==> config.mk <==
export PLATFORM = sky130hd
export DESIGN_NAME = text_lcd_ctrl
export DESIGN_NICKNAME = d
export VERILOG_FILES = /design/src/rtl/text_lcd_ctrl.sv
export SDC_FILE = /design/constraint.sdc
export NUM_CORES = 1
export LEC_CHECK = 0
export CAP_MARGIN = 20
export CELL_PAD_IN_SITES_DETAIL_PLACEMENT = 0
export CELL_PAD_IN_SITES_GLOBAL_PLACEMENT = 1
export CORE_ASPECT_RATIO = 0.5
export CORE_UTILIZATION = 46
export DETAILED_ROUTE_END_ITERATION = 12
export GPL_TIMING_DRIVEN = 1
export HOLD_SLACK_MARGIN = 0.03
export PLACE_DENSITY = 0.79
export SKIP_CTS_REPAIR_TIMING = 1
export SKIP_LAST_GASP = 1
export SYNTH_ARGS = -nofsm -noshare
export SYNTH_HDL_FRONTEND = slang
export SYNTH_SLANG_ARGS = --single-unit
export TNS_END_PERCENT = 100
==> constraint.sdc <==
create_clock -name clk -period 10.4 [get_ports clk]
set_input_delay 3.12 -clock clk [delete_from_list [all_inputs] [get_ports clk]]
set_output_delay 3.12 -clock clk [all_outputs]
set_load 0.005 [all_outputs]
==> src/rtl/text_lcd_ctrl.sv <==
// HD44780-style character LCD controller: power-up init once, then continuous refresh
// of the panel from an internal character buffer written through a simple write port.
module text_lcd_ctrl #(
    parameter int COLS      = 16,
    parameter int LINES     = 2,
    parameter int AW        = 6,
    parameter int PWR_CYC   = 70,
    parameter int SETUP_CYC = 1,
    parameter int EHIGH_CYC = 2,
    parameter int CMD_CYC   = 30,
    parameter int CLR_CYC   = 200,
    parameter int CHAR_CYC  = 4,
    parameter int GAP_CYC   = 400
) (
    input  logic          clk,
    input  logic          resetn,
    input  logic          wr_en,
    input  logic [AW-1:0] wr_addr,
    input  logic [7:0]    wr_data,
    input  logic          cursor_on,
    input  logic          blink_on,
    output logic          lcd_e,
    output logic          lcd_rs,
    output logic          lcd_rw,
    output logic [7:0]    lcd_data,
    output logic          init_done,
    output logic          frame_pulse
);

    localparam int NCHAR = COLS * LINES;
    localparam logic [31:0] NCHAR_U = NCHAR;
    localparam int M1 = (PWR_CYC > CLR_CYC) ? PWR_CYC : CLR_CYC;
    localparam int M2 = (M1 > GAP_CYC) ? M1 : GAP_CYC;
    localparam int M3 = (M2 > CMD_CYC) ? M2 : CMD_CYC;
    localparam int M4 = (M3 > CHAR_CYC) ? M3 : CHAR_CYC;
    localparam int M5 = (M4 > SETUP_CYC) ? M4 : SETUP_CYC;
    localparam int MAXC = (M5 > EHIGH_CYC) ? M5 : EHIGH_CYC;
    localparam int CW = $clog2(MAXC + 1);
    localparam int COLW = (COLS > 1) ? $clog2(COLS) : 1;
    localparam int LINEW = (LINES > 1) ? $clog2(LINES) : 1;

    localparam logic [CW-1:0] PWR_L   = CW'(PWR_CYC - 1);
    localparam logic [CW-1:0] GAP_L   = CW'(GAP_CYC - 1);
    localparam logic [CW-1:0] SETUP_L = CW'(SETUP_CYC - 1);
    localparam logic [CW-1:0] EHI_L   = CW'(EHIGH_CYC - 1);
    localparam logic [CW-1:0] CMD_L   = CW'(CMD_CYC - 1);
    localparam logic [CW-1:0] CLR_L   = CW'(CLR_CYC - 1);
    localparam logic [CW-1:0] CHAR_L  = CW'(CHAR_CYC - 1);
    localparam logic [COLW-1:0]  COL_LAST  = COLW'(COLS - 1);
    localparam logic [LINEW-1:0] LINE_LAST = LINEW'(LINES - 1);

    typedef enum logic [2:0] {
        S_PWR, S_FSET, S_DISP, S_ENTRY, S_CLR, S_ADDR, S_CHAR, S_GAP
    } state_t;

    typedef enum logic [1:0] {PH_SETUP, PH_EHI, PH_WAIT} phase_t;

    state_t           state, state_n, go_st;
    phase_t           phase, phase_n;
    logic [CW-1:0]    cnt, cnt_n, wlim;
    logic [COLW-1:0]  col, col_n;
    logic [LINEW-1:0] line, line_n;
    logic             e_n, rs_n, init_n, fp_n, go;
    logic [7:0]       data_n, base_n, char_n;
    logic [AW-1:0]    rd_idx;
    logic [7:0]       char_mem [2**AW];

    assign lcd_rw = 1'b0;

    // Writes land on the same edge a CHAR transaction samples the buffer, so that read sees the old value.
    always_ff @(posedge clk or posedge resetn) begin
        if (resetn) begin
            for (int i = 0; i < 2**AW; i++) char_mem[i] <= 8'h20;
        end else if (wr_en && (32'(wr_addr) < NCHAR_U)) begin
            char_mem[wr_addr] <= wr_data;
        end
    end

    always_ff @(posedge clk or posedge resetn) begin
        if (resetn) begin
            state       <= S_PWR;
            phase       <= PH_SETUP;
            cnt         <= '0;
            col         <= '0;
            line        <= '0;
            lcd_e       <= 1'b0;
            lcd_rs      <= 1'b0;
            lcd_data    <= 8'h00;
            init_done   <= 1'b0;
            frame_pulse <= 1'b0;
        end else begin
            state       <= state_n;
            phase       <= phase_n;
            cnt         <= cnt_n;
            col         <= col_n;
            line        <= line_n;
            lcd_e       <= e_n;
            lcd_rs      <= rs_n;
            lcd_data    <= data_n;
            init_done   <= init_n;
            frame_pulse <= fp_n;
        end
    end

    always_comb begin
        state_n = state;
        phase_n = phase;
        cnt_n   = cnt + 1'b1;
        col_n   = col;
        line_n  = line;
        e_n     = lcd_e;
        rs_n    = lcd_rs;
        data_n  = lcd_data;
        init_n  = init_done;
        fp_n    = 1'b0;
        go      = 1'b0;
        go_st   = state;
        rd_idx  = '0;
        base_n  = 8'h00;
        char_n  = 8'h20;

        case (state)
            S_CLR:   wlim = CLR_L;
            S_CHAR:  wlim = CHAR_L;
            default: wlim = CMD_L;
        endcase

        case (state)
            S_PWR: begin
                if (cnt == PWR_L) begin
                    go    = 1'b1;
                    go_st = S_FSET;
                end
            end
            S_GAP: begin
                if (cnt == GAP_L) begin
                    go    = 1'b1;
                    go_st = S_ADDR;
                end
            end
            default: begin
                case (phase)
                    PH_SETUP: begin
                        if (cnt == SETUP_L) begin
                            phase_n = PH_EHI;
                            cnt_n   = '0;
                            e_n     = 1'b1;
                        end
                    end
                    PH_EHI: begin
                        if (cnt == EHI_L) begin
                            phase_n = PH_WAIT;
                            cnt_n   = '0;
                            e_n     = 1'b0;
                        end
                    end
                    default: begin
                        if (cnt == wlim) begin
                            go = 1'b1;
                            case (state)
                                S_FSET:  go_st = S_DISP;
                                S_DISP:  go_st = S_ENTRY;
                                S_ENTRY: go_st = S_CLR;
                                S_CLR: begin
                                    go_st  = S_ADDR;
                                    line_n = '0;
                                    col_n  = '0;
                                    init_n = 1'b1;
                                end
                                S_ADDR: begin
                                    go_st = S_CHAR;
                                    col_n = '0;
                                end
                                default: begin
                                    if (col == COL_LAST) begin
                                        col_n = '0;
                                        if (line == LINE_LAST) begin
                                            line_n = '0;
                                            go_st  = S_GAP;
                                        end else begin
                                            line_n = line + 1'b1;
                                            go_st  = S_ADDR;
                                        end
                                    end else begin
                                        col_n = col + 1'b1;
                                        go_st = S_CHAR;
                                    end
                                end
                            endcase
                        end
                    end
                endcase
            end
        endcase

        // Next transaction's rs/data are loaded on the same edge that enters its SETUP phase.
        if (go) begin
            state_n = go_st;
            phase_n = PH_SETUP;
            cnt_n   = '0;
            rd_idx  = AW'(32'(line_n) * 32'(COLS) + 32'(col_n));
            char_n  = char_mem[rd_idx];
            base_n  = 8'(32'(line_n[0]) * 32'h40 + 32'(line_n >> 1) * 32'(COLS));
            case (go_st)
                S_FSET:  begin rs_n = 1'b0; data_n = 8'h38; end
                S_DISP:  begin rs_n = 1'b0; data_n = 8'h0C | {6'b0, cursor_on, blink_on}; end
                S_ENTRY: begin rs_n = 1'b0; data_n = 8'h06; end
                S_CLR:   begin rs_n = 1'b0; data_n = 8'h01; end
                S_ADDR:  begin rs_n = 1'b0; data_n = 8'h80 | base_n; end
                S_CHAR:  begin rs_n = 1'b1; data_n = char_n; end
                S_GAP:   fp_n = 1'b1;
                default: ;
            endcase
        end
    end

endmodule

==> insert_results.sql, run 1 <==
INSERT INTO impl_metrics (metric_group, metric, value, unit) VALUES
('run_status', 'status', 'complete, no violations', ''),
('global_route', 'overflow_left_after_global_routing', '0', ''),
('logic_synthesis', 'synthesis.yosys.warnings', '0', ''),
('critical_path', 'ff2ff_path_depth', '13', ''),
('global_route', 'grt_pass1_wl', '59700', 'µm'),
('logic_synthesis', 'synthesis.area', '14100', 'µm²'),
('clock_tree', 'ctsRootBufferMaster', 'sky130_fd_sc_hd__clkbuf_16', ''),
('critical_path', 'crit_path_start_kind', 'input port', ''),
('sta', 'holdWs', '0.478', 'ns'),
('global_route', 'grt_antenna_before_repair', '3', ''),
('sta', 'final.setup.tns', '0', 'ns'),
('logic_synthesis', 'synth_area_per_cell', '10.9', 'µm²'),
('layout', 'fillerInstances', '2585', ''),
('clock_tree', 'clk_path_buf_depth', '3', ''),
('logic_synthesis', 'synth_async_sr_flop_share', '100', '%'),
('sta', 'worst_slew_margin_rel', '28.6', '%'),
('critical_path', 'crit-reg2reg-capture', 'lcd_data[6]', ''),
('die', 'overall_die_height', '126', 'µm'),
('placed_design', 'dpl_worst_slack', '4.43', 'ns'),
('critical_path', 'rrSetupSlack', '5.14', 'ns'),
('min_path', 'min_delay_worst_endpoint', 'init_done', ''),
('critical_path', 'setup.worst_path.end_class', 'flop', ''),
('route', 'remaining_drc_errors', '0', ''),
('logic_synthesis', 'syn-instance-count', '1296', ''),
('route', 'detail_route.vias_per_cell', '5.86', ''),
('power', 'max-vdd-ir-drop', '0.0846', 'mV'),
('power', 'cellLeakagePower', '7.17', 'nW'),
('route', 'drtAntennaViolNets', '0', ''),
('logic_synthesis', 'synth-seq-area-share', '51.1', '%'),
('sta', 'worst_clock_skew', '0.0195', 'ns'),
('placed_design', 'place.detailed.hpwl', '23300', 'µm'),
('min_path', 'hold_path_startpoint', 'init_done', ''),
('sta', 'timing.fmax', '181', 'MHz'),
('critical_path', 'cp_data_required_time', '10.84', 'ns'),
('die', 'rows', '44', ''),
('layout', 'mostFrequentLayoutCells', 'sky130_fd_sc_hd__nand2_1 (275), sky130_fd_sc_hd__mux2_2 (258), sky130_fd_sc_hd__dfrtp_1 (255), sky130_fd_sc_hd__nand3_1 (64), sky130_fd_sc_hd__nor2_1 (46)', ''),
('placed_design', 'port_buffers', '30', ''),
('layout', 'mostFrequentLayoutCell', 'sky130_fd_sc_hd__nand2_1', ''),
('die', 'floorplan.core_area', '29600', 'µm²'),
('sta', 'worst_slew_pin_slew', '1.07', 'ns'),
('clock_tree', 'worst_skew_pair.late_latency', '0.57', 'ns'),
('critical_path', 'timing.rr.start', 'state[0]', ''),
('layout', 'drive_above_1_share', '28.9', '%'),
('layout', 'fin_nets', '1313', ''),
('route', 'routed_wire_length_per_instance', '22.1', 'µm'),
('die', 'design.die.area', '31500', 'µm²'),
('layout', 'syn_to_final_growth', '10.8', '%'),
('global_route', 'first_global_vias', '10200', ''),
('sta', 'period_share', '53.2', '%'),
('global_route', 'grt.total_usage', '24.5', '%'),
('clock_tree', 'path_clk_slew', '0.07', 'ns'),
('critical_path', 'timing.setup.critical_path_class', 'in2reg', ''),
('critical_path', 'crit_path_max_fanout', '8', ''),
('min_path', 'hold_class', 'reg2reg', ''),
('power', 'power-per-cell-area', '168', 'nW/µm²'),
('sta', 'finalWorstSetupSlack', '4.87', 'ns'),
('route', 'first_iter_violations', '995', ''),
('logic_synthesis', 'synth.ff_latch_count', '287', ''),
('die', 'starting_density_of_the_core', '47.8', '%'),
('sta', 'report.final.setup_viol', '0', ''),
('die', 'die_width', '250', 'µm'),
('logic_synthesis', 'synth.net_count', '1322', ''),
('sta', 'timing.final.crit_period', '5.53', 'ns'),
('route', 'vias', '9968', ''),
('sta', 'rsz_0062_raised_after_global_routing', 'no', ''),
('clock_tree', 'numCtsBuffers', '27', ''),
('clock_tree', 'h_tree_depth', '1', ''),
('sta', 'report.final.slew_viol_count', '0', ''),
('global_route', 'grt_start_max_net_pins', '186', ''),
('clock_tree', 'clock-sinks', '287', ''),
('flow_run', 'drv_cap', '0', ''),
('clock_tree', 'tritoncts', 'done', ''),
('min_path', 'hold-path-cell-count', '1', ''),
('logic_synthesis', 'ys.flop_type', 'sky130_fd_sc_hd__dfrtp_1', ''),
('route', 'drtPass1Iterations', '5', ''),
('route', 'postRouteWirelength', '37600', 'µm'),
('die', 'pin_count', '32', ''),
('sta', 'report.final.hold_viol_count', '0', ''),
('critical_path', 'cp.arrival', '5.97', 'ns'),
('logic_synthesis', 'ys_types', '71', ''),
('placed_design', 'routabilityCongestion', '0.861', ''),
('logic_synthesis', 'number_of_flops_mapped_to_enable_cells_by_yosys', '0', '');
[critical path: stages]
cell and delay (ns):
sky130_fd_sc_hd__clkdlybuf4s50_1 0.49, sky130_fd_sc_hd__nor2b_1 0.35, sky130_fd_sc_hd__nand2b_1 0.15, sky130_fd_sc_hd__nor3b_1 0.89, sky130_fd_sc_hd__nand2_1 0.53, sky130_fd_sc_hd__mux2_2 0.43
[cell usage after synthesis, types with 22 or more instances]
library cell	n	area [µm²]
sky130_fd_sc_hd__and3_1	25	156
sky130_fd_sc_hd__nand2_1	275	1030
sky130_fd_sc_hd__mux2_2	258	2910
sky130_fd_sc_hd__mux2i_1	28	280
sky130_fd_sc_hd__dfrtp_1	255	6380
sky130_fd_sc_hd__buf_2	28	140
sky130_fd_sc_hd__nor2_1	46	173
sky130_fd_sc_hd__nand3_1	64	320
sky130_fd_sc_hd__a21oi_1	44	220
sky130_fd_sc_hd__clkbuf_1	39	146
sky130_fd_sc_hd__o21ai_0	22	110
sky130_fd_sc_hd__dfstp_2	32	841
[how the worst max path moves through the flow]
stage	startpoint	to	slack (ns)	depth (start not counted)
floorplan	resetn	char_mem[256]	3.50	1
global placement	wr_en	char_mem[450]	4.44	5
detailed placement	wr_en	char_mem[433]	4.43	6
CTS	wr_en	char_mem[433]	5.02	6
global route	state[2]	lcd_data[6]	4.85	13
finish	wr_en	char_mem[433]	4.87	6
[area by class of cell]
class | instances | area, µm² | area share (%)
multi-input combinational | 907 | 6430 | 41.1
timing repair buffer | 47 | 438 | 2.80
inverter | 17 | 68.8 | 0.440
antenna | 2 | 5.00 | 0.0320
clock buffer | 28 | 689 | 4.41
sequential | 287 | 7220 | 46.1
clock inverter | 22 | 307 | 1.96
tap | 391 | 489 | 3.13
[power breakdown]
group / internal, W / switching, W / leakage, nW
sequential: 0.00123 / 0.0000540 / 3.75
clock: 0.000659 / 0.000463 / 0.472
combinational: 0.000116 / 0.000112 / 2.95
[flip-flops by register name (all words and copies together) (netlist names)]
signal and count:
col 4, init_done 1, cnt 9, lcd_e 1, lcd_data 8, state 3
char_mem 256, phase 2, line 1, frame_pulse 1, lcd_rs 1
[logic make-up after synthesis]
group | Yosys count | synth area share, %
xor+xnor | 9 | 0.558
simple gates | 467 | 14.7
compound gates | 134 | 6.39
fa+ha+maj | 7 | 0.620
flops | 287 | 51.1
buf+inv | 102 | 3.57
mux | 289 | 23.0
other cells | 1 | 0.0265
[metal layers]
metal | wire [µm] | track usage [%] | vias to the layer above
met5 | 13 | 0 | -
met4 | 900 | 5.92 | 2
met3 | 2920 | 6.72 | 60
met2 | 16000 | 35.9 | 275
met1 | 17800 | 36.0 | 5123
li1 | - | - | 4508
[through the flow]
stage          utilization, %  power (W)  instance area [µm²]  std cells
3_5_place_dp             49.5    0.00153                14600       1648
6_report                 52.9    0.00264                15700       1701
2_1_floorplan               -    0.00146                14100       1296
3_3_place_gp             49.5    0.00152                14600       1646
5_1_grt                  52.9    0.00273                15600       1699
4_1_cts                  52.9    0.00265                15600       1698
Note: power is estimated with default switching activity, not from simulation.
==> run 2: changes to the inputs <==
--- a/config.mk
+++ b/config.mk
@@ -9,11 +9,11 @@
 export CELL_PAD_IN_SITES_DETAIL_PLACEMENT = 0
 export CELL_PAD_IN_SITES_GLOBAL_PLACEMENT = 1
 export CORE_ASPECT_RATIO = 0.5
-export CORE_UTILIZATION = 46
+export CORE_UTILIZATION = 50
 export DETAILED_ROUTE_END_ITERATION = 12
 export GPL_TIMING_DRIVEN = 1
 export HOLD_SLACK_MARGIN = 0.03
-export PLACE_DENSITY = 0.79
+export PLACE_DENSITY = 0.81
 export SKIP_CTS_REPAIR_TIMING = 1
 export SKIP_LAST_GASP = 1
 export SYNTH_ARGS = -nofsm -noshare
==> constraint.sdc (replaced) <==
create_clock -name clk -period 5.45 [get_ports clk]
set_input_delay 1.635 -clock clk [delete_from_list [all_inputs] [get_ports clk]]
set_output_delay 1.635 -clock clk [all_outputs]
set_load 0.005 [all_outputs]
==> insert_results.sql, run 2 (synthesis gave the netlist of run 1 again) <==
INSERT INTO impl_metrics (metric_group, metric, value, unit) VALUES
('run_status', 'status', 'complete, no violations', ''),
('layout', 'drive_above_1_share', '29.1', '%'),
('placed_design', 'routabilityCongestion', '0.842', ''),
('global_route', 'grt_pass1_wl', '59500', 'µm'),
('route', 'vias', '10100', ''),
('layout', 'fin_nets', '1325', ''),
('clock_tree', 'h_tree_depth', '1', ''),
('placed_design', 'place_area', '14800', 'µm²'),
('route', 'drtAntennaViolNets', '0', ''),
('power', 'max-vdd-ir-drop', '0.212', 'mV'),
('power', 'cellLeakagePower', '7.22', 'nW'),
('die', 'design.die.area', '29000', 'µm²'),
('die', 'die_width', '240', 'µm'),
('sta', 'timing.final.crit_period', '4.34', 'ns'),
('critical_path', 'setup.worst_path.end_class', 'flop', ''),
('die', 'rows', '43', ''),
('sta', 'worst_clock_skew', '0.0170', 'ns'),
('clock_tree', 'numCtsBuffers', '26', ''),
('critical_path', 'crit_path_max_fanout', '27', ''),
('layout', 'mostFrequentLayoutCells', 'sky130_fd_sc_hd__nand2_1 (275), sky130_fd_sc_hd__mux2_2 (258), sky130_fd_sc_hd__dfrtp_1 (255), sky130_fd_sc_hd__nand3_1 (64), sky130_fd_sc_hd__nor2_1 (46)', ''),
('global_route', 'first_global_vias', '10100', ''),
('critical_path', 'crit_path_start_kind', 'flop', ''),
('flow_run', 'drv_cap', '0', ''),
('layout', 'layout.cell_area.non_filler', '15700', 'µm²'),
('clock_tree', 'tritoncts', 'done', ''),
('die', 'overall_die_height', '121', 'µm'),
('route', 'first_iter_violations', '1011', ''),
('layout', 'multi_input_area', '6430', 'µm²'),
('critical_path', 'cp_data_required_time', '5.87', 'ns'),
('clock_tree', 'clk_path_buf_depth', '3', ''),
('sta', 'holdWs', '0.484', 'ns'),
('placed_design', 'port_buffers', '30', ''),
('min_path', 'hold_class', 'reg2reg', ''),
('die', 'floorplan.core_area', '27700', 'µm²'),
('placed_design', 'place.detailed.hpwl', '24300', 'µm'),
('layout', 'final_cells', '1701', ''),
('sta', 'period_share', '79.7', '%'),
('layout', 'largest_reg_flops', '256', ''),
('clock_tree', 'ctsRootBufferMaster', 'sky130_fd_sc_hd__clkbuf_16', ''),
('clock_tree', 'worst_skew_pair.late_latency', '0.56', 'ns'),
('global_route', 'overflow_left_after_global_routing', '0', ''),
('global_route', 'grt.total_usage', '27.2', '%'),
('route', 'drtPass1Iterations', '7', ''),
('die', 'starting_density_of_the_core', '51.0', '%'),
('sta', 'final.setup.tns', '0', 'ns'),
('die', 'pin_count', '32', ''),
('sta', 'report.final.hold_viol_count', '0', ''),
('route', 'routed_wire_length_per_instance', '22.1', 'µm'),
('sta', 'timing.fmax', '230', 'MHz'),
('critical_path', 'cp.arrival', '4.76', 'ns'),
('sta', 'report.final.setup_viol', '0', ''),
('layout', 'fillerInstances', '2323', ''),
('clock_tree', 'path_clk_slew', '0.07', 'ns'),
('route', 'postRouteWirelength', '37600', 'µm'),
('layout', 'number_of_inserted_diodes', '0', ''),
('route', 'remaining_drc_errors', '0', ''),
('layout', 'syn_to_final_growth', '11.1', '%'),
('global_route', 'grt_antenna_before_repair', '3', ''),
('sta', 'worst_slew_pin_slew', '1.06', 'ns'),
('power', 'power-per-cell-area', '308', 'nW/µm²'),
('layout', 'layout_top_registers', 'char_mem: 256 flops, cnt: 9 flops, lcd_data: 8 flops', ''),
('sta', 'worst_slew_margin_rel', '29.0', '%'),
('layout', 'seq_area', '7220', 'µm²'),
('layout', 'mostFrequentLayoutCell', 'sky130_fd_sc_hd__nand2_1', ''),
('route', 'detail_route.vias_per_cell', '5.95', ''),
('global_route', 'grt_start_max_net_pins', '153', ''),
('layout', 'largest_register', 'char_mem', ''),
('critical_path', 'timing.setup.critical_path_class', 'reg2reg', ''),
('sta', 'rsz_0062_raised_after_global_routing', 'no', ''),
('clock_tree', 'clock-sinks', '287', ''),
('sta', 'report.final.slew_viol_count', '0', ''),
('placed_design', 'place.detailed.instances', '1652', '');
[run 2: stage by stage]
stage | util [%] | power [W] | setup slack [ns]
detailed placement | 53.4 | 0.00293 | 0.994
global placement | 53.4 | 0.00291 | 1.03
floorplan | - | 0.00279 | 0.0359
global route | 56.6 | 0.00503 | 0.876
finish | 56.6 | 0.00483 | 1.11
CTS | 56.6 | 0.00486 | 1.24
[run 2: worst max-delay path, cell delays in order, from the launching register on]
cell,delay (ns)
sky130_fd_sc_hd__dfrtp_1,0.51
sky130_fd_sc_hd__or4bb_1,0.55
sky130_fd_sc_hd__o22ai_1,0.23
sky130_fd_sc_hd__and4_1,0.48
sky130_fd_sc_hd__mux2i_4,0.35
sky130_fd_sc_hd__clkinv_2,0.25
sky130_fd_sc_hd__buf_4,0.32
sky130_fd_sc_hd__nand2_1,0.10
sky130_fd_sc_hd__nand2_1,0.05
sky130_fd_sc_hd__o21ai_0,0.56
sky130_fd_sc_hd__o22ai_1,0.23
sky130_fd_sc_hd__nor4_1,0.44
sky130_fd_sc_hd__o31ai_1,0.11
[run 2: final timing paths]
| kind | start | to | slack, ns | cells after the start |
|---|---|---|---|---|
| max | state[0] | lcd_data[4] | 1.11 | 12 |
| min | init_done | init_done | 0.48 | 1 |
| max reg2reg | state[0] | lcd_data[4] | 1.11 | 12 |
| min reg2reg | init_done | init_done | 0.48 | 1 |
| max in group asynchronous | resetn | char_mem[287] | 2.72 | 3 |
| min in group asynchronous | resetn | cnt[0] | 1.51 | 2 |
[run 2: layout make-up]
| class | instances | area share [%] |
|---|---|---|
| sequential | 287 | 46.0 |
| multi-input combinational | 907 | 41.0 |
| clock buffer | 34 | 4.47 |
| timing repair buffer | 60 | 3.79 |
| tap | 382 | 3.05 |
| clock inverter | 14 | 1.23 |
| inverter | 17 | 0.439 |
[run 2: where the power goes]
part / total (W) / switching (W) / internal, W
Combinational: 0.000442 / 0.000219 / 0.000223
Sequential: 0.00245 / 0.000103 / 0.00235
Clock: 0.00193 / 0.000830 / 0.00110
Total: 0.00483 / 0.00115 / 0.00368
[run 2: metal layers]
metal  track usage, %  vias up  share of wire (%)
met1             40.1     5164                 47
met4             4.89        6                1.4
met5                0        -               0.11
met2             39.7      359                 42
li1                 -     4549                  -
met3             7.92       49                9.2
